File: src/rtl/fft_pkg.sv
// fft_pkg: types and constants shared by the FFT front-end blocks.
//   loader_state_e : sample loader FSM states
//   ERR_*          : bit positions inside the loader error code
//   MAX_LOG2_DEF   : default log2 of the largest supported frame
package fft_pkg;

    localparam int unsigned MAX_LOG2_DEF = 10;
    localparam int unsigned MIN_LOG2     = 3;
    localparam int unsigned LOG2_W       = 4;
    localparam int unsigned FCNT_W       = 16;

    localparam int unsigned ERR_W        = 3;
    localparam int unsigned ERR_SHORT    = 0;
    localparam int unsigned ERR_LONG     = 1;
    localparam int unsigned ERR_CFG      = 2;

    typedef enum logic [1:0] {
        LD_IDLE      = 2'd0,
        LD_FILL      = 2'd1,
        LD_WAIT_BANK = 2'd2
    } loader_state_e;

    // True when a requested frame length lies in [MIN_LOG2, max_log2].
    function automatic logic cfg_len_valid(input logic [LOG2_W-1:0] len,
                                           input int unsigned       max_log2);
        return (32'(len) >= MIN_LOG2) && (32'(len) <= max_log2);
    endfunction

endpackage

File: src/rtl/fft_bitrev.sv
// fft_bitrev: combinational bit reversal over a run-time selectable length.
//   i_val   : index to reverse; bits at or above i_len are ignored
//   i_len   : number of low bits taking part in the reversal
//   o_rev_c : reversed index, bits at or above i_len forced to zero
module fft_bitrev
    import fft_pkg::*;
#(
    parameter int unsigned W = MAX_LOG2_DEF
) (
    input  logic [W-1:0]      i_val,
    input  logic [LOG2_W-1:0] i_len,
    output logic [W-1:0]      o_rev_c
);

    logic [W-1:0] w_masked;
    logic [W-1:0] w_rev_full;

    // Reverse all W bits, then shift down so the reversal spans i_len bits.
    always_comb begin
        w_masked   = '0;
        w_rev_full = '0;
        o_rev_c    = '0;
        for (int i = 0; i < int'(W); i++) begin
            w_masked[i] = (i < int'(i_len)) ? i_val[i] : 1'b0;
        end
        for (int i = 0; i < int'(W); i++) begin
            w_rev_full[i] = w_masked[int'(W) - 1 - i];
        end
        if (int'(i_len) <= int'(W)) begin
            o_rev_c = w_rev_full >> (int'(W) - int'(i_len));
        end
    end

endmodule

File: src/rtl/fft_sample_loader.sv
// fft_sample_loader: streams complex samples into a ping-pong sample RAM.
//   clk_i, reset_n_i           : clock, asynchronous active-low reset
//   s_valid_i/s_ready_o/s_data_i/s_last_i : sample stream {imag,real}
//   enable_i, cfg_log2_len_i, cfg_bitrev_i : run control, latched in IDLE
//   mem_we_o/mem_bank_o/mem_addr_o/mem_wdata_o : RAM write port
//   frame_ready_o/frame_bank_o : one-cycle pulse per completed frame
//   bank_release_i/release_bank_i : consumer hands a bank back
//   err_o/err_code_o/err_clr_i : sticky {cfg,long,short} errors
//   frame_cnt_o                : completed frame counter
module fft_sample_loader
    import fft_pkg::*;
#(
    parameter int unsigned DATA_W   = 16,
    parameter int unsigned MAX_LOG2 = MAX_LOG2_DEF
) (
    input  logic                clk_i,
    input  logic                reset_n_i,
    input  logic                s_valid_i,
    output logic                s_ready_o,
    input  logic [2*DATA_W-1:0] s_data_i,
    input  logic                s_last_i,
    input  logic                enable_i,
    input  logic [LOG2_W-1:0]   cfg_log2_len_i,
    input  logic                cfg_bitrev_i,
    output logic                mem_we_o,
    output logic                mem_bank_o,
    output logic [MAX_LOG2-1:0] mem_addr_o,
    output logic [2*DATA_W-1:0] mem_wdata_o,
    output logic                frame_ready_o,
    output logic                frame_bank_o,
    input  logic                bank_release_i,
    input  logic                release_bank_i,
    output logic                err_o,
    output logic [ERR_W-1:0]    err_code_o,
    input  logic                err_clr_i,
    output logic [FCNT_W-1:0]   frame_cnt_o
);

    loader_state_e       r_state;
    logic [LOG2_W-1:0]   r_len;
    logic                r_bitrev;
    logic [MAX_LOG2-1:0] r_count;
    logic                r_fill_bank;
    logic [1:0]          r_full;
    logic                r_frame_pend;
    logic                r_pend_bank;

    logic [MAX_LOG2-1:0] w_last_idx;
    logic                w_accept;
    logic                w_at_end;
    logic                w_complete;
    logic                w_short;
    logic [1:0]          w_full_rel;
    logic [1:0]          w_full_nxt;
    logic                w_fill_nxt;
    logic [MAX_LOG2-1:0] w_count_nxt;
    logic [MAX_LOG2-1:0] w_rev;
    logic [MAX_LOG2-1:0] w_addr;
    logic                w_cfg_ok;
    logic [ERR_W-1:0]    w_err_new;
    logic [ERR_W-1:0]    w_err_nxt;

    fft_bitrev #(
        .W (MAX_LOG2)
    ) u_bitrev (
        .i_val   (r_count),
        .i_len   (r_len),
        .o_rev_c (w_rev)
    );

    // Handshake, frame bookkeeping and bank occupancy for the coming edge.
    always_comb begin
        w_last_idx = MAX_LOG2'((32'd1 << r_len) - 32'd1);
        w_accept   = (r_state == LD_FILL) && s_valid_i && s_ready_o;
        w_at_end   = (r_count == w_last_idx);
        w_complete = w_accept && w_at_end;
        w_short    = w_accept && s_last_i && !w_at_end;

        // A release is applied before a completion in the same cycle.
        w_full_rel = r_full;
        if (bank_release_i) begin
            w_full_rel[release_bank_i] = 1'b0;
        end
        w_full_nxt = w_full_rel;
        if (w_complete) begin
            w_full_nxt[r_fill_bank] = 1'b1;
        end
        w_fill_nxt = r_fill_bank ^ w_complete;

        if (w_complete || w_short) begin
            w_count_nxt = '0;
        end else if (w_accept) begin
            w_count_nxt = r_count + MAX_LOG2'(1);
        end else begin
            w_count_nxt = r_count;
        end

        w_addr   = r_bitrev ? w_rev : r_count;
        w_cfg_ok = cfg_len_valid(cfg_log2_len_i, MAX_LOG2);

        // New errors override a clear issued in the same cycle.
        w_err_new            = '0;
        w_err_new[ERR_SHORT] = w_short;
        w_err_new[ERR_LONG]  = w_complete && !s_last_i;
        w_err_new[ERR_CFG]   = (r_state == LD_IDLE) && enable_i && !w_cfg_ok;
        w_err_nxt            = (err_clr_i ? '0 : err_code_o) | w_err_new;
    end

    // Loader FSM with registered stream, RAM and status outputs.
    always_ff @(posedge clk_i or negedge reset_n_i) begin
        if (!reset_n_i) begin
            r_state       <= LD_IDLE;
            r_len         <= '0;
            r_bitrev      <= 1'b0;
            r_count       <= '0;
            r_fill_bank   <= 1'b0;
            r_full        <= '0;
            r_frame_pend  <= 1'b0;
            r_pend_bank   <= 1'b0;
            s_ready_o     <= 1'b0;
            mem_we_o      <= 1'b0;
            mem_bank_o    <= 1'b0;
            mem_addr_o    <= '0;
            mem_wdata_o   <= '0;
            frame_ready_o <= 1'b0;
            frame_bank_o  <= 1'b0;
            err_o         <= 1'b0;
            err_code_o    <= '0;
            frame_cnt_o   <= '0;
        end else begin
            // Write stage: one cycle behind the handshake.
            mem_we_o <= w_accept;
            if (w_accept) begin
                mem_bank_o  <= r_fill_bank;
                mem_addr_o  <= w_addr;
                mem_wdata_o <= s_data_i;
            end

            // Frame pulse trails the last write by one cycle.
            r_frame_pend <= w_complete;
            if (w_complete) begin
                r_pend_bank <= r_fill_bank;
            end
            frame_ready_o <= r_frame_pend;
            if (r_frame_pend) begin
                frame_bank_o <= r_pend_bank;
                frame_cnt_o  <= frame_cnt_o + FCNT_W'(1);
            end

            err_code_o  <= w_err_nxt;
            err_o       <= |w_err_nxt;
            r_full      <= w_full_nxt;
            r_fill_bank <= w_fill_nxt;
            r_count     <= w_count_nxt;

            case (r_state)
                LD_IDLE: begin
                    s_ready_o <= 1'b0;
                    if (enable_i && w_cfg_ok) begin
                        r_len     <= cfg_log2_len_i;
                        r_bitrev  <= cfg_bitrev_i;
                        r_count   <= '0;
                        r_state   <= LD_FILL;
                        s_ready_o <= !w_full_nxt[r_fill_bank];
                    end
                end
                LD_FILL: begin
                    if (!enable_i && (r_count == '0) && !w_accept) begin
                        // Stop only between frames.
                        r_state   <= LD_IDLE;
                        s_ready_o <= 1'b0;
                    end else if (w_complete && w_full_nxt[w_fill_nxt]) begin
                        r_state   <= LD_WAIT_BANK;
                        s_ready_o <= 1'b0;
                    end else begin
                        // Withhold ready at a boundary once enable has dropped.
                        s_ready_o <= !w_full_nxt[w_fill_nxt] &&
                                     (enable_i || (w_count_nxt != '0));
                    end
                end
                LD_WAIT_BANK: begin
                    s_ready_o <= 1'b0;
                    if (!enable_i) begin
                        r_state <= LD_IDLE;
                    end else if (!w_full_rel[r_fill_bank]) begin
                        r_state   <= LD_FILL;
                        s_ready_o <= 1'b1;
                    end
                end
                default: begin
                    r_state   <= LD_IDLE;
                    s_ready_o <= 1'b0;
                end
            endcase
        end
    end

endmodule

File: config.mk
export PLATFORM = sky130hd
export DESIGN_NAME = fft_sample_loader
export DESIGN_NICKNAME = d
export VERILOG_FILES = /design/src/rtl/fft_pkg.sv /design/src/rtl/fft_bitrev.sv /design/src/rtl/fft_sample_loader.sv
export SDC_FILE = /design/constraint.sdc
export NUM_CORES = 1
export LEC_CHECK = 0
export ABC_AREA = 1
export CAP_MARGIN = 20
export CORE_ASPECT_RATIO = 1.75
export CORE_MARGIN = 3
export CORE_UTILIZATION = 43
export DETAILED_ROUTE_END_ITERATION = 16
export PLACE_DENSITY = 0.77
export SKIP_LAST_GASP = 1
export SLEW_MARGIN = 25
export SYNTH_ARGS = -nofsm -noshare
export SYNTH_HDL_FRONTEND = slang
export SYNTH_SLANG_ARGS = --single-unit
File: constraint.sdc
create_clock -name clk_i -period 3.6 [get_ports clk_i]
set_input_delay 0.54 -clock clk_i [delete_from_list [all_inputs] [get_ports clk_i]]
set_output_delay 0.54 -clock clk_i [all_outputs]
set_load 0.01 [all_outputs]
==> results of run 1 <==
## per-layer routing
layer	GRT usage	vias up	wire length (um)
li1	-	2216	-
met1	0.230	2112	4790
met2	0.435	177	7800
met3	0.0425	51	690
met4	0.146	0	756
met5	0	-	0
## where the power goes
group | total (mW) | switching [mW] | internal [mW]
combinational | 2.38 | 1.39 | 0.995
sequential | 1.53 | 0.241 | 1.29
clock | 0.887 | 0.413 | 0.474
total | 4.80 | 2.04 | 2.76
## kinds of logic after synthesis
logic type / Yosys count
AND/OR/NAND/NOR: 344
XOR/XNOR: 26
AO/OA/AOI/OAI: 73
flip-flops: 89
buffers and inverters: 84
multiplexers: 1
adder cells (fa/ha/maj): 9
## registers in the layout (all words and copies together) (netlist names)
| signal | flops |
|---|---|
| r_pend_bank | 1 |
| r_frame_pend | 1 |
| mem_wdata_o | 32 |
| frame_cnt_o | 16 |
| r_count | 10 |
| r_fill_bank | 1 |
| frame_ready_o | 1 |
| err_o | 1 |
| mem_we_o | 1 |
| r_full | 2 |
| r_bitrev | 1 |
| s_ready_o | 1 |
| mem_bank_o | 1 |
| err_code_o | 3 |
| frame_bank_o | 1 |
| r_state | 2 |
| mem_addr_o | 10 |
| r_len | 4 |
## cell usage in the layout (no fill, tap or decap), types with 2 or more instances in the layout
master             n
nor4_1             2
clkbuf_16          9
nand3_2            2
inv_2              4
nand2_2            6
a21oi_1           25
nor2_1            45
nor2_2             2
ha_1               9
o21ai_1            2
nand3b_1           2
nand3_1           42
clkdlybuf4s50_1  110
dfrtp_1           89
buf_4              9
inv_4              2
o211ai_1           7
o21ai_0           26
o31ai_1            2
xor2_1            18
o221ai_1           2
xnor2_1            8
nand4_1            7
o2111ai_1          2
clkinv_1           4
clkinvlp_4         4
nor3_1             9
inv_1             56
nand2_1          221
## critical path, stage by stage, from the launching register on
cell	delay, ns
dfrtp_1	0.36
clkinv_1	0.23
ha_1	0.37
nand2_2	0.15
ha_1	0.25
xor2_1	0.15
nand3_1	0.12
a21oi_1	0.14
nand2_1	0.08
nor2_2	0.21
nand4_1	0.19
nand2_1	0.14
nand2_1	0.07
nand2_1	0.07
nand3_1	0.08
nand2_1	0.08
nand2_1	0.06
## final cells by class
class	instances	area [um^2]	area share
clock buffer	9	225	0.0356
sequential	89	2230	0.352
clock inverter	7	55.1	0.00870
timing repair buffer	119	1170	0.185
multi-input combinational	453	2230	0.353
tap	130	163	0.0257
inverter	66	253	0.0400
## metrics by stage
step	area, um^2	power (mW)	utilization	hold WS [ns]	cells
2_1_floorplan	4790	2.95	-	0.244	626
3_3_place_gp	6040	3.87	0.558	0.463	857
3_5_place_dp	6040	3.91	0.558	0.464	857
4_1_cts	6320	4.81	0.584	0.127	873
5_1_grt	6320	5.16	0.584	0.137	873
6_report	6320	4.80	0.584	0.127	873
## worst paths after layout
kind | slack, ns | startpoint | depth (start not counted) | endpoint
setup / recovery | 0.72 | r_len[0] | 16 | r_state[0]
hold / removal | 0.13 | reset_n_i | 1 | mem_wdata_o[10]
setup reg to reg | 0.72 | r_len[0] | 16 | r_state[0]
hold reg to reg | 0.48 | mem_wdata_o[21] | 2 | mem_wdata_o[21]
max in group asynchronous | 2.70 | reset_n_i | 2 | mem_wdata_o[23]
min in group clk_i | 0.48 | mem_wdata_o[21] | 2 | mem_wdata_o[21]
==> flow_summary.ini, run 1 <==
[setup_path]
crit_required_ns = 3.82
worstPathMaxFanout = 8
path_class = reg2reg
worst_setup_path_end_kind = flip-flop
crit_arrival_ns = 3.11
start_kind = flip-flop

[floorplan]
core_area_um2 = 10800
die_x_um = 85.8
ios = 112
die_y_um = 146
num_rows = 50
die_area_um2 = 12500
start_util = 0.443

[sta]
finalWorstPathRequiredPeriod_ns = 2.88
finalHoldViolations = 0
timing.fmax_ghz = 0.347
setup_violations = 0
finalMaxSlewViolations = 0
clock_skew_ns = 0.00736
tightest_slew_ns = 0.642
relSlewSlack = 0.569
setup_slack_ns = 0.719
fin_tns_setup_ns = 0
rsz0062_at_grt = no
post-route-period-util = 0.800

[final_layout]
fillers = 954
fin_nets = 792
num_antenna_cells = 0
drive_above_1_share = 0.0619
syn_to_final_growth_pct = 32.0

[yosys]
synth_adder_area_share = 0.0235
yosysMostFrequentCell = nand2_1
synthCells = 626
synth_mux_area_frac = 0.00209
yosys.area.top_type = dfrtp_1
synth_xor_area_frac = 0.0475
synthesis.area_um2 = 4790
yosys.area_share.simple = 0.304
ys.flop_type = dfrtp_1
syn-num-nets = 680
ys_ff_latch = 89
netlist.area_leader.share = 0.465
synth_commonest_cells = 221 x nand2_1, 89 x dfrtp_1, 56 x inv_1
synth-edff-count = 0
ys_seq_area_frac = 0.465
synth_compound_area_frac = 0.0883
yosys_warnings = 0
synthDistinctLibCells = 43
ys_async_sr_fraction = 1.00
synth_area_per_cell_um2 = 7.66
synth_top_family_by_area = simple AND/OR/NAND/NOR gates
netlist_top_cells_area = dfrtp_1 46%, nand2_1 17%, nand3_1 4.5%

[power]
power_density_nw_per_um2 = 759
peakVddDrop_uv = 488
power.leakage_nw = 3.13

[global_routing]
antenna_found_initial = 0
grt_pass1_vias = 4829
grt_pass1_wl_um = 23100
grt_use_total = 0.234
grt_max_degree = 35
grt_overflow = 0

[drt]
firstDrtPassIters = 5
wirelength_um = 14000
routedWlPerCell_um = 16.1
vias = 4556
drc_errors = 0
drtIter0Drc = 265
viasPerCell = 5.22
postRouteAntennaNets = 0

[clocking]
cts.sinks = 89
cts_root_buffer = clkbuf_16
cts.repair.resized = 0
cts_buffers = 9
postCtsSetupBuffers = 0
clkLatencyLatePin_ns = 0.34
cts-htree-levels = 3
cts_buffer_depth = 2
hold_buffers = 0
path_clk_slew_ns = 0.07
cts_tree = built

[min_path]
holdCritPathClass = in2async

[flow_run]
maxCapViolCount = 0

[place]
dp_hpwl_um = 11100
gp_congestion = 0.913
place_ws_ns = 0.743
numPortBuffers = 111

[run_status]
status = finished, final reports clean
No activity file was read; power rests on OpenSTA's default activity.
==> run 2, diff against run 1 <==
--- a/config.mk
+++ b/config.mk
@@ -11,7 +11,7 @@
 export CORE_MARGIN = 3
 export CORE_UTILIZATION = 43
 export DETAILED_ROUTE_END_ITERATION = 16
-export PLACE_DENSITY = 0.77
+export PLACE_DENSITY = 0.8
 export SKIP_LAST_GASP = 1
 export SLEW_MARGIN = 25
 export SYNTH_ARGS = -nofsm -noshare
==> constraint.sdc (replaced) <==
create_clock -name clk_i -period 2.4 [get_ports clk_i]
set_input_delay 0.36 -clock clk_i [delete_from_list [all_inputs] [get_ports clk_i]]
set_output_delay 0.36 -clock clk_i [all_outputs]
set_load 0.01 [all_outputs]
==> flow_summary.ini, run 2 (synthesis results as in run 1) <==
[setup_path]
crit_top_cell = nand2_1
worst-path-buf-inv = 5
worst_setup_path_end_kind = flip-flop
worstPathMaxFanout = 6
crit_required_ns = 2.63
regToRegEndpoint = s_ready_o
r2r_start = r_len[0]
path_class = reg2reg
cp_top_family = simple AND/OR/NAND/NOR gates
start_kind = flip-flop
r2r_cells = 16
r2r_setup_slack_ns = -0.18
max_stage_delay_ns = 0.45
slowest_stage = dfrtp_2
crit_arrival_ns = 2.80
path_cells = clkinv_4 > buf_4 > ha_4 > buf_4 > nand3_1 > nand2_2 > xor2_2 > nor3_4 > buf_6 > nand3_4 > o211ai_1 > nand2_1 > inv_1 > nand3_1 > nand2_1 > nand2_1

[clocking]
cts_buffer_depth = 2
cts_buffers = 9
cts_tree = built
cts_root_buffer = clkbuf_16
cts-htree-levels = 3
path_clk_slew_ns = 0.07
clkLatencyLatePin_ns = 0.34
cts.sinks = 89

[sta]
tightest_slew_ns = 0.480
post-route-period-util = 1.07
relSlewSlack = 0.680
finalWorstPathRequiredPeriod_ns = 2.58
finalHoldViolations = 0
finalMaxSlewViolations = 0
setup_slack_ns = -0.176
timing.fmax_ghz = 0.388
setup_violations = 11
rsz0062_at_grt = yes
clock_skew_ns = 0.00871

[drt]
routedWlPerCell_um = 16.9
drc_errors = 0
vias = 4975
wirelength_um = 15800
postRouteAntennaNets = 0
viasPerCell = 5.33
drtIter0Drc = 306
firstDrtPassIters = 5

[floorplan]
die_x_um = 85.8
die_area_um2 = 12500
start_util = 0.443
num_rows = 50
die_y_um = 146
core_area_um2 = 10800
ios = 112

[run_status]
status = finished, violations left
violations = setup timing

[min_path]
holdCritPathClass = reg2reg
hold_end = frame_bank_o
min_path_cells = 2
hp-start = frame_bank_o

[global_routing]
grt_overflow = 0
grt_use_total = 0.250
grt_pass1_vias = 5166
grt_pass1_wl_um = 24700
antenna_found_initial = 0
grt_max_degree = 42

[place]
gp_congestion = 0.978
dpl-instance-area_um2 = 6450
numPortBuffers = 111
dp_hpwl_um = 11700
post-place-cells = 903

[final_layout]
largest-register = mem_wdata_o
stdcell_area_um2 = 7210
fin_cells = 933
mostFrequentLayoutCell = nand2_1
drive_above_1_share = 0.203
num_antenna_cells = 0
largest_reg_flops = 32
reg.largest.list = mem_wdata_o x32, frame_cnt_o x16
syn_to_final_growth_pct = 50.5
layout_common_cells = 204 x nand2_1, 110 x clkdlybuf4s50_1, 87 x dfrtp_1
fillers = 884
fin_nets = 852

[power]
peakVddDrop_uv = 875
power_density_nw_per_um2 = 1160
report.power.total_mw = 8.34
power.leakage_nw = 3.48

[flow_run]
maxCapViolCount = 0
[run 2: changes by cell type in the layout (fill, tap and decap cells not counted), sizes merged]
cell and change:
buf +58, clkinvlp -2, dlygate4sd3 +1, inv +2, nand3 +1
[run 2: worst max-delay path by stage]
| stage | start | endpoint | slack [ns] | cells past startpoint |
|---|---|---|---|---|
| global route | r_len[0] | r_state[0] | -0.30 | 16 |
| detailed placement | r_len[1] | r_state[0] | -0.22 | 17 |
| global placement | r_len[1] | s_ready_o | -0.04 | 17 |
| finish | r_len[0] | s_ready_o | -0.18 | 16 |
| CTS | r_len[0] | s_ready_o | -0.08 | 18 |
| floorplan | r_len[3] | s_ready_o | 0.02 | 17 |
[run 2: cell type report]
cell class / instances / area (um^2) / share of cell area
well taps: 130 / 163 / 0.0225
clock buffers: 9 / 225 / 0.0312
multi-input cells: 454 / 2600 / 0.360
inverters: 66 / 263 / 0.0364
flip-flops and latches: 89 / 2230 / 0.309
repair buffers: 178 / 1660 / 0.230
clock inverters: 7 / 73.8 / 0.0102
[run 2: repair_timing]
| action | CTS | global route |
|---|---|---|
| setup buffers | 8 | 6 |
| hold endpoints to repair | 31 | 0 |
| pin swaps | 13 | 14 |
| setup endpoints to repair | 8 | 28 |
| resized for setup | 28 | 61 |
| gates cloned | 1 | 0 |
| hold buffers | 1 | 0 |
[run 2: tightest hold or removal path, stage by stage, from the launching register on]
cell,delay (ns)
dfrtp_1,0.35
nand2_1,0.05
nand2_1,0.05
[run 2: metrics by stage]
step	setup WS, ns	TNS, ns	hold WS [ns]	utilization
after floorplan	0.0199	0	0.0644	-
after global placement	-0.0359	-0.0359	0.337	0.596
after detailed placement	-0.215	-0.687	0.346	0.596
after CTS	-0.0767	-0.355	0.484	0.642
after global routing	-0.299	-2.82	0.504	0.667
final	-0.176	-0.926	0.482	0.667
[run 2: per-layer routing]
metal	up-vias	wire length, um	GRT usage	part of all wire
met3	67	763	0.0482	0.048
li1	2345	-	-	-
met4	0	906	0.144	0.058
met5	-	0	0	0
met2	213	8740	0.472	0.55
met1	2350	5340	0.244	0.34
[run 2: power by group]
group	total (mW)	switching (mW)	internal (mW)
sequential	2.27	0.325	1.94
combinational	4.67	2.55	2.11
clock	1.41	0.673	0.737
total	8.34	3.55	4.79
==> run 3, diff against run 2 <==
--- a/config.mk
+++ b/config.mk
@@ -10,6 +10,7 @@
 export CORE_ASPECT_RATIO = 1.75
 export CORE_MARGIN = 3
 export CORE_UTILIZATION = 43
+export CTS_CLUSTER_DIAMETER = 80
 export DETAILED_ROUTE_END_ITERATION = 16
 export PLACE_DENSITY = 0.8
 export SKIP_LAST_GASP = 1
==> results of run 3 <==
Final layout, timing and power as in run 2 (identical DEF).
